===== src/rtl/appr_mag_pkg.sv =====
// Shared encodings for the approximate-magnitude pipeline and its peak tracker.
package appr_mag_pkg;

  typedef enum logic [1:0] {
    MODE_HALF    = 2'd0,
    MODE_QUARTER = 2'd1,
    MODE_SHIFT78 = 2'd2,
    MODE_RSVD    = 2'd3
  } mode_e;

  typedef enum logic {
    IDLE  = 1'b0,
    TRACK = 1'b1
  } peak_state_e;

endpackage


===== src/rtl/appr_mag_core.sv =====
// 3-stage alpha-max-plus-beta-min magnitude pipeline (register, abs, combine).
// Define APPR_MAG_ROUND_EN to round the min/max shifts half-up instead of truncating.
module appr_mag_core
  import appr_mag_pkg::*;
#(
  parameter int IW = 22
) (
  input  logic                 clk,
  input  logic                 rst,
  input  logic                 ena,
  input  logic [1:0]           mode,
  input  logic                 frame_start,
  input  logic signed [IW-1:0] real_in,
  input  logic signed [IW-1:0] imag_in,
  output logic [IW:0]          mag,
  output logic                 val,
  output logic                 fs_out
);

  localparam logic [IW-1:0] ONE_IW = {{(IW-1){1'b0}}, 1'b1};
  localparam logic [IW:0]   RND1   = {{IW{1'b0}}, 1'b1};
  localparam logic [IW:0]   RND2   = {{(IW-1){1'b0}}, 2'b10};
  localparam logic [IW:0]   RND4   = {{(IW-2){1'b0}}, 3'b100};

  logic [IW-1:0] re_q, re_d, im_q, im_d;
  mode_e         mode1_q, mode1_d, mode2_q, mode2_d;
  logic          fs1_q, fs1_d, fs2_q, fs2_d, fs3_q, fs3_d;
  logic          v1_q, v1_d, v2_q, v2_d, v3_q, v3_d;
  logic [IW-1:0] abr_q, abr_d, abi_q, abi_d;
  logic [IW:0]   mag_q, mag_d;
  logic [IW:0]   mx_s, mn_s, mn_h_s, mn_q_s, mx_e_s, alt_s;

  // Stage 1 capture and stage 2 absolute values; data holds when not valid.
  always_comb begin
    v1_d    = ena;
    re_d    = re_q;
    im_d    = im_q;
    mode1_d = mode1_q;
    fs1_d   = fs1_q;
    if (ena) begin
      re_d    = real_in;
      im_d    = imag_in;
      mode1_d = mode_e'(mode);
      fs1_d   = frame_start;
    end else begin
      fs1_d   = fs1_q;
    end
    v2_d    = v1_q;
    abr_d   = abr_q;
    abi_d   = abi_q;
    mode2_d = mode2_q;
    fs2_d   = fs2_q;
    if (v1_q) begin
      // Negating -2^(IW-1) in IW bits yields the unsigned value 2^(IW-1).
      abr_d   = re_q[IW-1] ? (~re_q + ONE_IW) : re_q;
      abi_d   = im_q[IW-1] ? (~im_q + ONE_IW) : im_q;
      mode2_d = mode1_q;
      fs2_d   = fs1_q;
    end else begin
      fs2_d   = fs2_q;
    end
  end

  // Stage 3 max/min and approximation select.
  always_comb begin
    if (abr_q >= abi_q) begin
      mx_s = {1'b0, abr_q};
      mn_s = {1'b0, abi_q};
    end else begin
      mx_s = {1'b0, abi_q};
      mn_s = {1'b0, abr_q};
    end
`ifdef APPR_MAG_ROUND_EN
    mn_h_s = (mn_s + RND1) >> 1;
    mn_q_s = (mn_s + RND2) >> 2;
    mx_e_s = (mx_s + RND4) >> 3;
`else
    mn_h_s = mn_s >> 1;
    mn_q_s = mn_s >> 2;
    mx_e_s = mx_s >> 3;
`endif
    alt_s = mx_s - mx_e_s + mn_h_s;
    v3_d  = v2_q;
    mag_d = mag_q;
    fs3_d = fs3_q;
    if (v2_q) begin
      fs3_d = fs2_q;
      case (mode2_q)
        MODE_QUARTER: mag_d = mx_s + mn_q_s;
        MODE_SHIFT78: mag_d = (alt_s > mx_s) ? alt_s : mx_s;
        default:      mag_d = mx_s + mn_h_s;
      endcase
    end else begin
      fs3_d = fs3_q;
    end
  end

  // Pipeline registers.
  always_ff @(posedge clk) begin
    if (rst) begin
      re_q    <= '0;
      im_q    <= '0;
      mode1_q <= MODE_HALF;
      fs1_q   <= 1'b0;
      v1_q    <= 1'b0;
      abr_q   <= '0;
      abi_q   <= '0;
      mode2_q <= MODE_HALF;
      fs2_q   <= 1'b0;
      v2_q    <= 1'b0;
      mag_q   <= '0;
      fs3_q   <= 1'b0;
      v3_q    <= 1'b0;
    end else begin
      re_q    <= re_d;
      im_q    <= im_d;
      mode1_q <= mode1_d;
      fs1_q   <= fs1_d;
      v1_q    <= v1_d;
      abr_q   <= abr_d;
      abi_q   <= abi_d;
      mode2_q <= mode2_d;
      fs2_q   <= fs2_d;
      v2_q    <= v2_d;
      mag_q   <= mag_d;
      fs3_q   <= fs3_d;
      v3_q    <= v3_d;
    end
  end

  assign mag    = mag_q;
  assign val    = v3_q;
  assign fs_out = fs3_q;

endmodule


===== src/rtl/appr_mag_peak.sv =====
// Approximate magnitude with per-frame peak tracking on the stage-3 results.
// Optional macro APPR_MAG_ROUND_EN selects half-up rounding inside appr_mag_core.
module appr_mag_peak
  import appr_mag_pkg::*;
#(
  parameter int IW        = 22,
  parameter int FRAME_LEN = 256,
  parameter int IDXW      = $clog2(FRAME_LEN)
) (
  input  logic                 clk,
  input  logic                 rst,
  input  logic                 ena,
  input  logic [1:0]           mode,
  input  logic                 frame_start,
  input  logic signed [IW-1:0] real_in,
  input  logic signed [IW-1:0] imag_in,
  output logic [IW:0]          mag,
  output logic                 val,
  output logic [IW:0]          peak_mag,
  output logic [IDXW-1:0]      peak_idx,
  output logic                 peak_val
);

  localparam logic [IDXW-1:0] IDX_ONE  = IDXW'(1);
  localparam logic [IDXW-1:0] IDX_LAST = IDXW'(FRAME_LEN - 1);

  logic [IW:0]     mag_s;
  logic            val_s, fs_s;
  peak_state_e     state_q, state_d;
  logic [IDXW-1:0] cnt_q, cnt_d, bidx_q, bidx_d, pidx_q, pidx_d;
  logic [IW:0]     best_q, best_d, pmag_q, pmag_d;
  logic            pval_q, pval_d;

  appr_mag_core #(.IW(IW)) u_core (
    .clk         (clk),
    .rst         (rst),
    .ena         (ena),
    .mode        (mode),
    .frame_start (frame_start),
    .real_in     (real_in),
    .imag_in     (imag_in),
    .mag         (mag_s),
    .val         (val_s),
    .fs_out      (fs_s)
  );

  // Peak FSM: next state, running best and report registers.
  always_comb begin
    state_d = state_q;
    cnt_d   = cnt_q;
    best_d  = best_q;
    bidx_d  = bidx_q;
    pmag_d  = pmag_q;
    pidx_d  = pidx_q;
    pval_d  = 1'b0;
    case (state_q)
      IDLE: begin
        if (val_s && fs_s) begin
          state_d = TRACK;
          cnt_d   = '0;
          best_d  = mag_s;
          bidx_d  = '0;
        end else begin
          state_d = IDLE;
        end
      end
      TRACK: begin
        if (val_s && fs_s) begin
          cnt_d  = '0;
          best_d = mag_s;
          bidx_d = '0;
        end else if (val_s) begin
          cnt_d = cnt_q + IDX_ONE;
          // Strict compare keeps the earliest index on ties.
          if (mag_s > best_q) begin
            best_d = mag_s;
            bidx_d = cnt_d;
          end else begin
            best_d = best_q;
          end
          if (cnt_d == IDX_LAST) begin
            pmag_d  = best_d;
            pidx_d  = bidx_d;
            pval_d  = 1'b1;
            state_d = IDLE;
          end else begin
            state_d = TRACK;
          end
        end else begin
          state_d = TRACK;
        end
      end
      default: state_d = IDLE;
    endcase
  end

  // Peak FSM registers.
  always_ff @(posedge clk) begin
    if (rst) begin
      state_q <= IDLE;
      cnt_q   <= '0;
      best_q  <= '0;
      bidx_q  <= '0;
      pmag_q  <= '0;
      pidx_q  <= '0;
      pval_q  <= 1'b0;
    end else begin
      state_q <= state_d;
      cnt_q   <= cnt_d;
      best_q  <= best_d;
      bidx_q  <= bidx_d;
      pmag_q  <= pmag_d;
      pidx_q  <= pidx_d;
      pval_q  <= pval_d;
    end
  end

  assign mag      = mag_s;
  assign val      = val_s;
  assign peak_mag = pmag_q;
  assign peak_idx = pidx_q;
  assign peak_val = pval_q;

endmodule


===== config.mk =====
export PLATFORM = sky130hd
export DESIGN_NAME = appr_mag_peak
export DESIGN_NICKNAME = d
export VERILOG_FILES = /design/src/rtl/appr_mag_pkg.sv /design/src/rtl/appr_mag_core.sv /design/src/rtl/appr_mag_peak.sv
export SDC_FILE = /design/constraint.sdc
export NUM_CORES = 1
export LEC_CHECK = 0
export CORE_MARGIN = 4
export CORE_UTILIZATION = 61
export CTS_BUF_LIST = sky130_fd_sc_hd__clkbuf_2 sky130_fd_sc_hd__clkbuf_4 sky130_fd_sc_hd__clkbuf_8
export DETAILED_ROUTE_END_ITERATION = 16
export GPL_TIMING_DRIVEN = 1
export PLACE_DENSITY = 0.91
export SETUP_SLACK_MARGIN = 0.2
export SYNTH_ARGS = -nofsm -noshare
export SYNTH_HDL_FRONTEND = slang
export SYNTH_SLANG_ARGS = --single-unit

===== constraint.sdc =====
create_clock -name clk -period 11 [get_ports clk]
set_input_delay 2.2 -clock clk [delete_from_list [all_inputs] [get_ports clk]]
set_output_delay 2.2 -clock clk [all_outputs]
set_load 0.005 [all_outputs]

[After elaboration in Yosys (flattened, before gate mapping)]
Index checks and enable logic that the tools add are counted.
Storage, ports and cells
  register bits after elaboration: 193
  latch bits: 0
  bits in read-only memories: 0
  bits of input ports: 50
  memories kept: 0
  word-level logic and storage cells: 69
  memory bits (writable): 0
Cells by class
  equality and inequality tests: 5
  shift-type cells: 0
  $mul: 0
  divide/modulo/power cells: 0
  multiplexer cells: 25
  bitwise operators: 5
  add/sub/neg operators: 7
  reductions and logical operators: 4
  order comparisons: 3
Operators with widths (count)
  two-way mux 23 bit: 5
  case mux 23 bit (2 select lines): 2
  two-way mux 22 bit: 4
  two-way mux 8 bit: 6
  adder 22 x 1 -> 22 bit, second input constant: 2
  NOT 22 bit: 2
  case mux 8 bit (2 select lines): 2
  adder 22 x 20 -> 23 bit: 1
  adder 22 x 21 -> 23 bit: 1
  adder 23 x 21 -> 23 bit: 1
  > comparator 23 x 22 -> 1 bit: 1
  > comparator 23 bit: 1
  subtractor 22 x 19 -> 23 bit: 1
  >= comparator 22 bit: 1
  adder 8 x 1 -> 8 bit, second input constant: 1
  equality test 8 bit, second input constant: 1
  two-way mux 1 bit: 5
  AND reduction 4 bit: 1
  OR reduction 4 bit: 1
  inequality test 3 x 1 -> 1 bit, second input constant: 1
  NOT 1 bit: 3
  equality test 2 x 1 -> 1 bit, second input constant: 1
  equality test 2 bit, second input constant: 1
  inequality test 2 bit, second input constant: 1
  other kinds (3): 3

[Logic depth before layout (Yosys ltp)]
  depth after elaboration: 7
  gate-level depth with buffers: 39

[By module]
Synthesis repeated with hierarchy kept, for this count alone.
Unflattened totals
  cells, all modules: 1821
  area, all modules: 14259.9 sq um
Modules (own cells, without submodules)
  appr_mag_core: times used 1, area an instance 10067.2 sq um, cells an instance 1279, seq. area each 2422.3 sq um
  appr_mag_peak: times used 1, area an instance 4192.8 sq um, cells an instance 542, seq. area each 1441.4 sq um

[Worst setup path after synthesis]
OpenSTA, ideal clock, no wires.
  path type: flip-flop to flip-flop
  from: register u_core.abi_q[6]
  to: register u_core.mag_q[21], in the netlist u_core.mag[21]
  buffers on the path: 5
  path slack: 3.416 ns
  stages on the path, launching flop included: 36
  arrival time: 7.464 ns
  setup time: 0.120 ns
  required time: 10.880 ns
  period minus slack after synthesis: 7.584 ns
  cell sequence: dfxtp_1 -> clkbuf_1 -> inv_1 -> ha_1 -> nand4_1 -> nor3_1 -> o41ai_4 -> nand2_4 -> buf_2 -> buf_1 -> buf_1 -> mux2i_1 -> xnor2_1 -> ha_1 -> ha_1 -> nor2b_4 -> o31a_1 -> o21ba_2 -> o2111ai_1 -> o211ai_1 -> a21oi_1 -> o21bai_1 -> a21oi_1 -> xnor2_1 -> ha_1 -> a21o_1 -> a21oi_1 -> nor2b_1 -> a2111o_1 -> a2111oi_0 -> a21bo_2 -> a21o_1 -> buf_4 -> o21ai_0 -> o21ai_0 -> a211o_1
On the way
  longest elaborated chain between the ends: 7
Ends and longest elaborated chain
  from (decl): line appr_mag_core.sv:29  | logic [IW-1:0] abr_q, abr_d, abi_q, abi_d;
  from (signal assigned): line appr_mag_core.sv:121  | abi_q <= abi_d;
  >= comparator 22 bit: line appr_mag_core.sv:66  | if (abr_q >= abi_q) begin
  two-way mux 22 bit: line appr_mag_core.sv:66
  subtractor 22 x 19 -> 23 bit: line appr_mag_core.sv:82  | alt_s = mx_s - mx_e_s + mn_h_s;
  adder 23 x 21 -> 23 bit: line appr_mag_core.sv:82
  > comparator 23 x 22 -> 1 bit: line appr_mag_core.sv:90  | MODE_SHIFT78: mag_d = (alt_s > mx_s) ? alt_s : mx_s;
  two-way mux 23 bit: line appr_mag_core.sv:90
  case mux 23 bit (2 select lines) (*): line appr_mag_core.sv:88  | case (mode2_q)
  to (signal assigned): line appr_mag_core.sv:125  | mag_q <= mag_d;
  to (decl): line appr_mag_core.sv:30  | logic [IW:0] mag_q, mag_d;
Every way passes the cells marked *; elsewhere a longest branch is shown, timed or not.
A chain may end at the register's enable or synchronous reset.

[Worst setup path after layout]
  from: register u_core.abi_q[7]
  to: register u_core.mag_q[21], in the netlist u_core.mag[21]
The elaborated chain is that of the path after synthesis.

==> summary.txt <==
Run status
  – Run status: completed

Power
  – Int Pwr: 1.494 mW
  – Combinational power share: 53.1%
  – VDD IR-drop max: 0.1207 mV
  – Cell area power density: 180.3 nW/um2
  – Clock share of power: 19.2%
  – Total Power Consumption: 2.774 mW
  – Sequential power share: 27.7%
  – Net switching power: 1.280 mW
  – Pleak: 6.258 nW
  – Sw Share: 46.15%

GRT
  – First-pass GRT wire length: 62200 um
  – Largest net degree at the start of global routing: 106
  – Final global-route overflow total: 0
  – All-Layer GR Usage: 30.55%
  – Number of global-route vias before repair: 12050
  – Number of antenna violations at the first check in global routing: 0

Place
  – IO buf count: 105
  – Final weighted congestion in routability-driven placement: 1.044
  – Post-DP HPWL: 28970 um

Yosys
  – Sequential share of the synthesized area: 28.03%
  – Post-synth top cells: nor2_1 (220), dfxtp_1 (193), inv_1 (144), a21oi_1 (140), mux2i_1 (129)
  – Cell count after synthesis: 1693
  – Warning count from the yosys run: 0
  – Synth Area in Compound Gates: 21.76%
  – Number of different library cells in the post-synthesis netlist: 87
  – Async set-or-reset flop fraction in the synthesized netlist: 0%
  – Most area-hungry cell type in the Yosys netlist: dfxtp_1
  – Number of enable flip-flop cells after synthesis: 0
  – Multiplexer fraction of the synthesized cell area: 9.857%
  – Per-instance average area after synthesis: 8.143 um2
  – Main combinational cell family by area after synthesis: compound AO/OA/AOI/OAI gates
  – Share of synthesized cell area in full adder, half adder and majority cells: 12.91%
  – Main flop type after synthesis: dfxtp_1
  – Post-synthesis instance area: 13790 um2
  – Area share of the largest cell type after synthesis: 28.03%
  – Post-synthesis simple-gate area fraction: 15.43%
  – XOR/XNOR Fraction of Synth Area: 5.337%
  – Total nets after synthesis: 1874
  – #FFs+latches synth: 193
  – Most common cell in the netlist: nor2_1
  – Largest cells by area after synthesis: dfxtp_1 (28%), ha_1 (10%), mux2i_1 (9.4%)

Clock tree
  – Deepest level of the CTS H-tree: 4
  – Hold-fix buffers, CTS: 0
  – Clock insertion delay at the later pin of the skew report: 500 ps
  – CTS clk-pin slew, worst paths: 120 ps
  – Buffer type at the clock tree root: clkbuf_8
  – Maximum root-to-sink buffer count: 2
  – Buffers inserted during post-CTS setup optimization: 0
  – Number of gates resized after cts: 0
  – Clock tree from TritonCTS: yes
  – Number of CTS-inserted buffers: 17
  – # clock sinks: 193

Die
  – Initial Util: 62.59%
  – # rows: 54
  – Core Footprint: 22030 um2
  – Area of the die: 25070 um2
  – IO Pins: 106
  – Die height: 158.3 um
  – Die X-Extent: 158.3 um

Drt
  – Router iterations before antenna repair: 5
  – DR vias: 12700
  – Number of design-rule violations left by the first detailed-router iteration: 1097
  – Avg Vias per Cell: 6.254
  – Routed length per instance: 18.98 um
  – Final ANT Viol Nets: 0
  – Total routed wirelength: 38530 um
  – Remaining routing DRC violations: 0

Cells and area
  – Utilization after layout: 69.85%
  – Antenna Diode Count: 0
  – Nets: 1918
  – Multi-input combinational cell area: 9015 um2
  – Fraction of final layout cells sized beyond drive strength 1: 5.143%
  – Layout area overhead: 11.61%
  – Sequential cell area in the final layout: 3865 um2
  – Number of filler instances in the final layout: 1733

STA
  – Final count of negative-setup-slack endpoints: 0
  – Final hold slack: 469.1 ps
  – Number of pins with negative max-slew slack in the final report: 0
  – Transition time at the pin with the least slew margin: 1206 ps
  – Headroom to the max-slew limit: 19.24%
  – Highest attainable clock frequency: 0.1091 GHz
  – Number of endpoints with negative hold slack in the final report: 0
  – RSZ-0062 raised after global routing: no
  – Worst-case clock skew: 29.21 ps
  – Final critical-path share of the clock period: 83.29%
  – Final period demand of the worst path: 9162 ps
  – Setup tns final: 0 ps

Worst hold path
  – Worst min-delay path class: flop to flop

Setup path
  – Start-to-end type of the worst setup path: flop to flop
  – Data required time at the worst endpoint: 11380 ps
  – Worst-path cell with the longest stage delay: a21oi_1
  – Crit-path max cell delay: 650 ps
  – Buffers & Inverters on Critical Path: 3
  – Critical Path Sink Type: flop
  – Crit path max-delay family: compound AO/OA/AOI/OAI gates
  – Crit-path max FO: 69
  – Kind of start point of the critical path: flop
  – Top cell by count, worst path: a21oi_1
  – CP arrival: 9540 ps

Run
  – Max-capacitance violation count: 0
-- state kept, by name, indices dropped and copies added, names as in the netlist, 8 cells and up --
signal / cells
best_q: 23
peak_mag: 23
u_core.mag: 23
u_core.abi_q: 22
u_core.abr_q: 22
u_core.im_q: 22
u_core.re_q: 22
bidx_q: 8
cnt_q: 8
peak_idx: 8
-- power by group through the flow --
stage	sequential [mW]	combinational, mW	clock, mW
2_1_floorplan	0.766	1.09	0
3_3_place_gp	0.781	1.39	0
3_5_place_dp	0.782	1.42	0
4_1_cts	0.767	1.43	0.541
5_1_grt	0.772	1.62	0.567
6_report	0.769	1.47	0.533
-- cell type report --
class	count	area share (%)
Multi-Input combinational cell	1260	58.59
Clock buffer	17	1.521
Timing Repair Buffer	119	7.465
Tap cell	280	2.277
Inverter	146	3.562
Sequential cell	193	25.12
Clock inverter	15	1.464
-- per-stage QoR --
stage                     std cells  worst slack [ps]  cell area [um2]
after floorplan                1693              3416            13790
after CTS                      2030              2032            15390
after detailed placement       1998              2073            14930
after global routing           2030              1336            15390
final                          2030              1838            15390
after global placement         1998              2261            14930
-- tightest hold or removal path, cell delays in order (launching register included) --
cell     delay (ps)
dfxtp_1         330
nand2_1          50
mux2i_1          50
-- layout by cell type (no fill, tap or decap), types with 6 or more instances in the layout --
master / Yosys / layout
nor2_1: 220 / 219
dfxtp_1: 193 / 192
inv_1: 144 / 144
a21oi_1: 140 / 139
mux2i_1: 129 / 129
ha_1: 115 / 115
nand2_1: 112 / 112
clkdlybuf4s50_1: 0 / 103
a211oi_1: 74 / 74
o21ai_0: 52 / 52
xor2_1: 44 / 44
xnor2_1: 40 / 40
a21o_1: 25 / 25
o211ai_1: 22 / 22
nand3_1: 22 / 22
clkbuf_8: 0 / 17
nor3_1: 16 / 16
nor2b_1: 17 / 16
fa_1: 16 / 16
o21a_1: 15 / 15
buf_4: 2 / 15
or3_1: 14 / 14
nand4_1: 12 / 12
a31oi_1: 10 / 10
nand2b_1: 10 / 10
a311oi_1: 10 / 10
o31ai_1: 10 / 10
o21bai_1: 8 / 8
o32ai_1: 8 / 8
o31a_1: 7 / 7
and3_1: 7 / 7
nor4_1: 7 / 7
or4_1: 6 / 6
-- final timing paths --
path / start / to / slack, ps / cells past startpoint
max reg2reg: u_core.abi_q[7] / u_core.mag[21] / 1840 / 31
max: u_core.abi_q[7] / u_core.mag[21] / 1840 / 31
min: best_q[8] / best_q[8] / 470 / 2
min reg2reg: best_q[8] / best_q[8] / 470 / 2
-- layer usage --
layer,track usage (%),share of wire [%],vias up
li1,-,-,6074
met3,4.947,7.6,106
met2,49.65,46,533
met1,41.30,43,5983
met5,0,0,-
met4,10.89,3.6,0
-- logic make-up after synthesis --
family	count (synthesis)
and+or+nand+nor	469
AOI/OAI and AO/OA	440
buffers and inverters	240
DFF	193
muxes	134
adders and majority gates	133
xor gates and xnor gates	84
No activity file was read; power rests on OpenSTA's default activity.
